[src/rtl/linearb_hls_deadlock_reporter.sv]
// Persistence filter over the HLS deadlock monitor `block` lines. It raises a sticky
// deadlock flag and hands out one timestamped report per episode over valid/ready.
module linearb_hls_deadlock_reporter #(
  parameter int N_MON  = 4,
  parameter int IDX_W  = 2,
  parameter int THRESH = 1024,
  parameter int CNT_W  = 11,
  parameter int TS_W   = 32
) (
  input  logic             clock,
  input  logic             reset,
  input  logic [N_MON-1:0] monitor_block,
  input  logic             clear,
  output logic             report_valid,
  input  logic             report_ready,
  output logic [IDX_W-1:0] report_idx,
  output logic [TS_W-1:0]  report_ts,
  output logic             deadlock,
  output logic             busy
);

  typedef enum logic [1:0] {IDLE, COUNT, REPORT, HOLD} state_t;

  state_t           state;
  logic [CNT_W-1:0] cnt;
  logic [TS_W-1:0]  ts_cnt;
  logic             any_block;
  logic [IDX_W-1:0] lowidx;

  // Scanning from the top down leaves the lowest set bit as the final winner.
  always_comb begin
    any_block = |monitor_block;
    lowidx    = '0;
    for (int i = N_MON - 1; i >= 0; i--) begin
      if (monitor_block[i]) lowidx = IDX_W'(i);
    end
  end

  always_ff @(posedge clock) begin
    if (reset) begin
      state        <= IDLE;
      cnt          <= '0;
      ts_cnt       <= '0;
      report_valid <= 1'b0;
      report_idx   <= '0;
      report_ts    <= '0;
      deadlock     <= 1'b0;
      busy         <= 1'b0;
    end else begin
      ts_cnt <= ts_cnt + TS_W'(1);
      case (state)
        IDLE: begin
          if (any_block) begin
            state <= COUNT;
            cnt   <= CNT_W'(1);
            busy  <= 1'b1;
          end
        end
        COUNT: begin
          // Only continuity of any_block matters; the blocking set may shift freely.
          if (!any_block) begin
            state <= IDLE;
            cnt   <= '0;
            busy  <= 1'b0;
          end else if (cnt == CNT_W'(THRESH - 1)) begin
            state        <= REPORT;
            cnt          <= '0;
            busy         <= 1'b0;
            report_idx   <= lowidx;
            report_ts    <= ts_cnt;
            deadlock     <= 1'b1;
            report_valid <= 1'b1;
          end else begin
            cnt <= cnt + CNT_W'(1);
          end
        end
        REPORT: begin
          if (report_ready) begin
            state        <= HOLD;
            report_valid <= 1'b0;
          end
        end
        HOLD: begin
          // Re-arm lands in IDLE even if a monitor is still blocked this cycle.
          if (clear) begin
            state    <= IDLE;
            deadlock <= 1'b0;
            cnt      <= '0;
          end
        end
        default: state <= IDLE;
      endcase
    end
  end

endmodule

[config.mk]
export PLATFORM = sky130hd
export DESIGN_NAME = linearb_hls_deadlock_reporter
export DESIGN_NICKNAME = d
export VERILOG_FILES = /design/src/rtl/linearb_hls_deadlock_reporter.sv
export SDC_FILE = /design/constraint.sdc
export NUM_CORES = 1
export LEC_CHECK = 0
export ABC_AREA = 1
export BUFFER_PORTS_ARGS = -buffer_cell sky130_fd_sc_hd__buf_2
export CORE_UTILIZATION = 34
export CTS_CLUSTER_DIAMETER = 60
export CTS_CLUSTER_SIZE = 14
export DETAILED_ROUTE_END_ITERATION = 16
export PLACE_DENSITY_LB_ADDON = 0.15
export SYNTH_ARGS = -nofsm -noshare
export SYNTH_HDL_FRONTEND = slang
export SYNTH_SLANG_ARGS = --single-unit
export TNS_END_PERCENT = 1
[constraint.sdc]
create_clock -name clock -period 3.06 [get_ports clock]
set_input_delay 0.153 -clock clock [delete_from_list [all_inputs] [get_ports clock]]
set_output_delay 0.153 -clock clock [all_outputs]
set_load 0.005 [all_outputs]
==> impl_metrics.csv <==
group,metric,value,unit
power,sw_frac_of_total,22.67,%
floorplan,die_w,111.2,um
grt,grt_usage,17.31,%
power,p_sw,0.5100,mW
critical_path,crit_chain,"ha_1 > inv_1 > nor2_8 > nand4_4 > nor2_4 > nor2_1 > nor2_1",
placed_design,gp_congestion,0.8974,
logic_synthesis,seq_area_frac_synth,40.51,%
logic_synthesis,synth_area_leaders,"dfxtp_1 (41%), nand2_1 (15%), nor2_1 (13%)",
clocking,ctsResizeCount,0,
status,run_status,"complete, but fails checks",
critical_path,cp_top_family,"simple AND/OR/NAND/NOR gates",
layout,layout-drive-gt1-share,13.19,%
clocking,clock-sinks,82,
timing,tightest_slew,0.7569,ns
critical_path,cp_slowest_stage_delay,0.60,ns
critical_path,path_class,"flip-flop to flip-flop",
timing,min_period_over_period,59.55,%
detailed_routing,routed_via_density,4.811,
clocking,post-cts-setup-buffers,0,
clocking,cts-buffers-inserted,9,
detailed_routing,dr.pass1.iters,10,
floorplan,core_area,11520,um2
floorplan,dieHeight,111.2,um
detailed_routing,drtIter0Drc,183,
detailed_routing,ant_nets,0,
logic_synthesis,synth_area_leader_cell,"dfxtp_1",
logic_synthesis,synth_top_cell_area_share,40.51,%
layout,fin_cells,795,
power,p_leak,1.828,nW
critical_path,critPathLaunchType,"flip-flop",
grt,grt_pass1_vias,3528,
critical_path,cp-end-kind,"flip-flop",
power,p_clk_share,45.7,%
layout,fin_area,4612,um2
grt,antenna_found_initial,0,
layout,final_common_cell,"nand2_1",
critical_path,cp.required,3.34,ns
run,maxCapViolations,0,
clocking,cts_tree,"yes",
critical_path,crit_top_cell,"nor2_1",
timing,hold-worst-slack,0.1232,ns
floorplan,io_pins,45,
timing,fin_skew,0.007579,ns
power,share_comb_of_total_power,5.8,%
placed_design,port-buffer-count,44,
detailed_routing,wl_per_cell,12.86,um
placed_design,place.detailed.hpwl,7580,um
timing,rsz0062_at_grt,"false",
logic_synthesis,yosysWarnings,0,
power,internal_power,1.740,mW
clocking,worstSkewPairLatency,0.34,ns
timing,fin_crit,1.822,ns
floorplan,start_util,35.19,%
clocking,clockBufferDepth,2,
detailed_routing,num_vias,3825,
layout,nFillCells,1261,
grt,grt_pass1_wl,16910,um
power,ir_drop,0.0002065,V
detailed_routing,routed_wl,10230,um
timing,finalSetupViolCount,0,
logic_synthesis,syn_area,4053,um2
status,violations,"DRC",
logic_synthesis,ys_async_sr_fraction,0,%
layout,area_growth,13.80,%
timing,tns,0,ns
logic_synthesis,synth_cells,610,
critical_path,cp_max_fo,32,
floorplan,dieArea,12360,um2
placed_design,dp_cells,781,
layout,final_cell_mix,"nand2_1 (161), nor2_1 (144), dfxtp_1 (82), nand3_1 (54), inv_1 (47)",
logic_synthesis,synth_seq_cells,82,
hold_path,hold_path_class,"input pin to flip-flop",
timing,finalHoldViolations,0,
logic_synthesis,synth.distinct_cells,33,
timing,slew_headroom,49.42,%
grt,grt_max_degree,39,
grt,grt_overflow,0,
logic_synthesis,syn-num-nets,620,
detailed_routing,drc_errors,2,
logic_synthesis,synth_edf_count,0,
floorplan,rows,39,
power,seqPwrFrac,48.5,%
layout,diodes,0,
power,power_density,487.8,nW/um2
timing,fmax,548.7,MHz
critical_path,arrival,2.10,ns
clocking,cts.clk_slew.worst_paths,0.06,ns
clocking,cts_hold_buffers,0,
critical_path,cp_slowest_cell,"nor2_4",
logic_synthesis,synth.avg_cell_area,6.644,um2
logic_synthesis,synth-main-ff-cell,"dfxtp_1",
critical_path,crit_buf_inv,1,
timing,slew_violations,0,
layout,fin_nets,659,
clocking,htreeDepth,3,
placed_design,placed_area,4338,um2
clocking,cts.root.buffer_cell,"clkbuf_16",
-- final timing paths --
check | cells after the start | endpoint | startpoint | slack, ns
worst max-delay path | 7 | report_ts[3] | cnt[0] | 1.24
worst min register to register | 2 | report_valid | report_valid | 0.46
worst max register to register | 7 | report_ts[3] | cnt[0] | 1.24
worst min-delay path | 4 | report_idx[1] | monitor_block[1] | 0.12
-- routing by layer --
metal | track usage, % | part of all wire [%]
met5 | 0 | 0
met4 | 9.189 | 2.5
met3 | 2.570 | 2.9
met2 | 29.21 | 49
met1 | 21.22 | 46
-- through the flow --
stage	total power [mW]	setup WS, ns	util (%)
final	2.250	1.238	40.05
after global routing	2.350	0.9581	40.05
after CTS	2.287	1.209	40.05
after detailed placement	1.246	1.223	37.67
after global placement	1.244	1.287	37.67
after floorplan	1.211	1.571	-
-- sequential cells by signal, summed over array words and instances, names as in the netlist, named ones only --
signal        cells
busy              1
cnt              11
deadlock          1
report_idx        2
report_ts        32
report_valid      1
state             1
ts_cnt           32
-- cell type report --
type,instances,area (um2),area share [%]
clock buffers,10,229.0,4.965
clock inverters,4,45.04,0.9767
inverters,53,198.9,4.314
multi-input cells,456,2076,45.01
flip-flops and latches,82,1642,35.59
well taps,143,178.9,3.880
repair buffers,47,242.7,5.263
-- synthesized netlist by cell type (2+ instances only) --
| library cell | count |
|---|---|
| o21ai_1 | 2 |
| nand2_2 | 8 |
| a21oi_1 | 36 |
| inv_1 | 47 |
| inv_2 | 5 |
| nor2_1 | 144 |
| clkbuf_1 | 4 |
| nor2_8 | 4 |
| o21ai_0 | 16 |
| nand2_1 | 161 |
| o21bai_1 | 4 |
| ha_1 | 2 |
| buf_6 | 7 |
| dfxtp_1 | 82 |
| nor3_1 | 3 |
| xor2_1 | 2 |
| nor2_4 | 2 |
| buf_2 | 7 |
| nand3_1 | 54 |
| nand3b_1 | 7 |
-- power groups by stage --
| stage | combinational [mW] | clock, mW | sequential (mW) |
|---|---|---|---|
| 4_1_cts | 0.132 | 1.06 | 1.09 |
| 3_5_place_dp | 0.131 | 0 | 1.11 |
| 5_1_grt | 0.148 | 1.11 | 1.09 |
| 2_1_floorplan | 0.0981 | 0 | 1.11 |
| 3_3_place_gp | 0.131 | 0 | 1.11 |
| 6_report | 0.130 | 1.03 | 1.09 |
-- worst min-delay path, delay by kind of cell --
| family | cells | cell delay [ns] |
|---|---|---|
| AO/OA/AOI/OAI | 1 | 0.05 |
| buffers and inverters | 1 | 0.10 |
| AND/OR/NAND/NOR | 2 | 0.12 |
-- cell families (layout without fill, tap and decap cells) --
family	Yosys count	after routing	synth area share, %
AOI/OAI and AO/OA	61	61	8.027
and+or+nand+nor	391	391	42.14
DFF	82	82	40.51
xor gates and xnor gates	2	2	0.4323
adders and majority gates	2	2	0.6174
buffers and inverters	72	114	8.274
(Power assumes the default switching activity.)
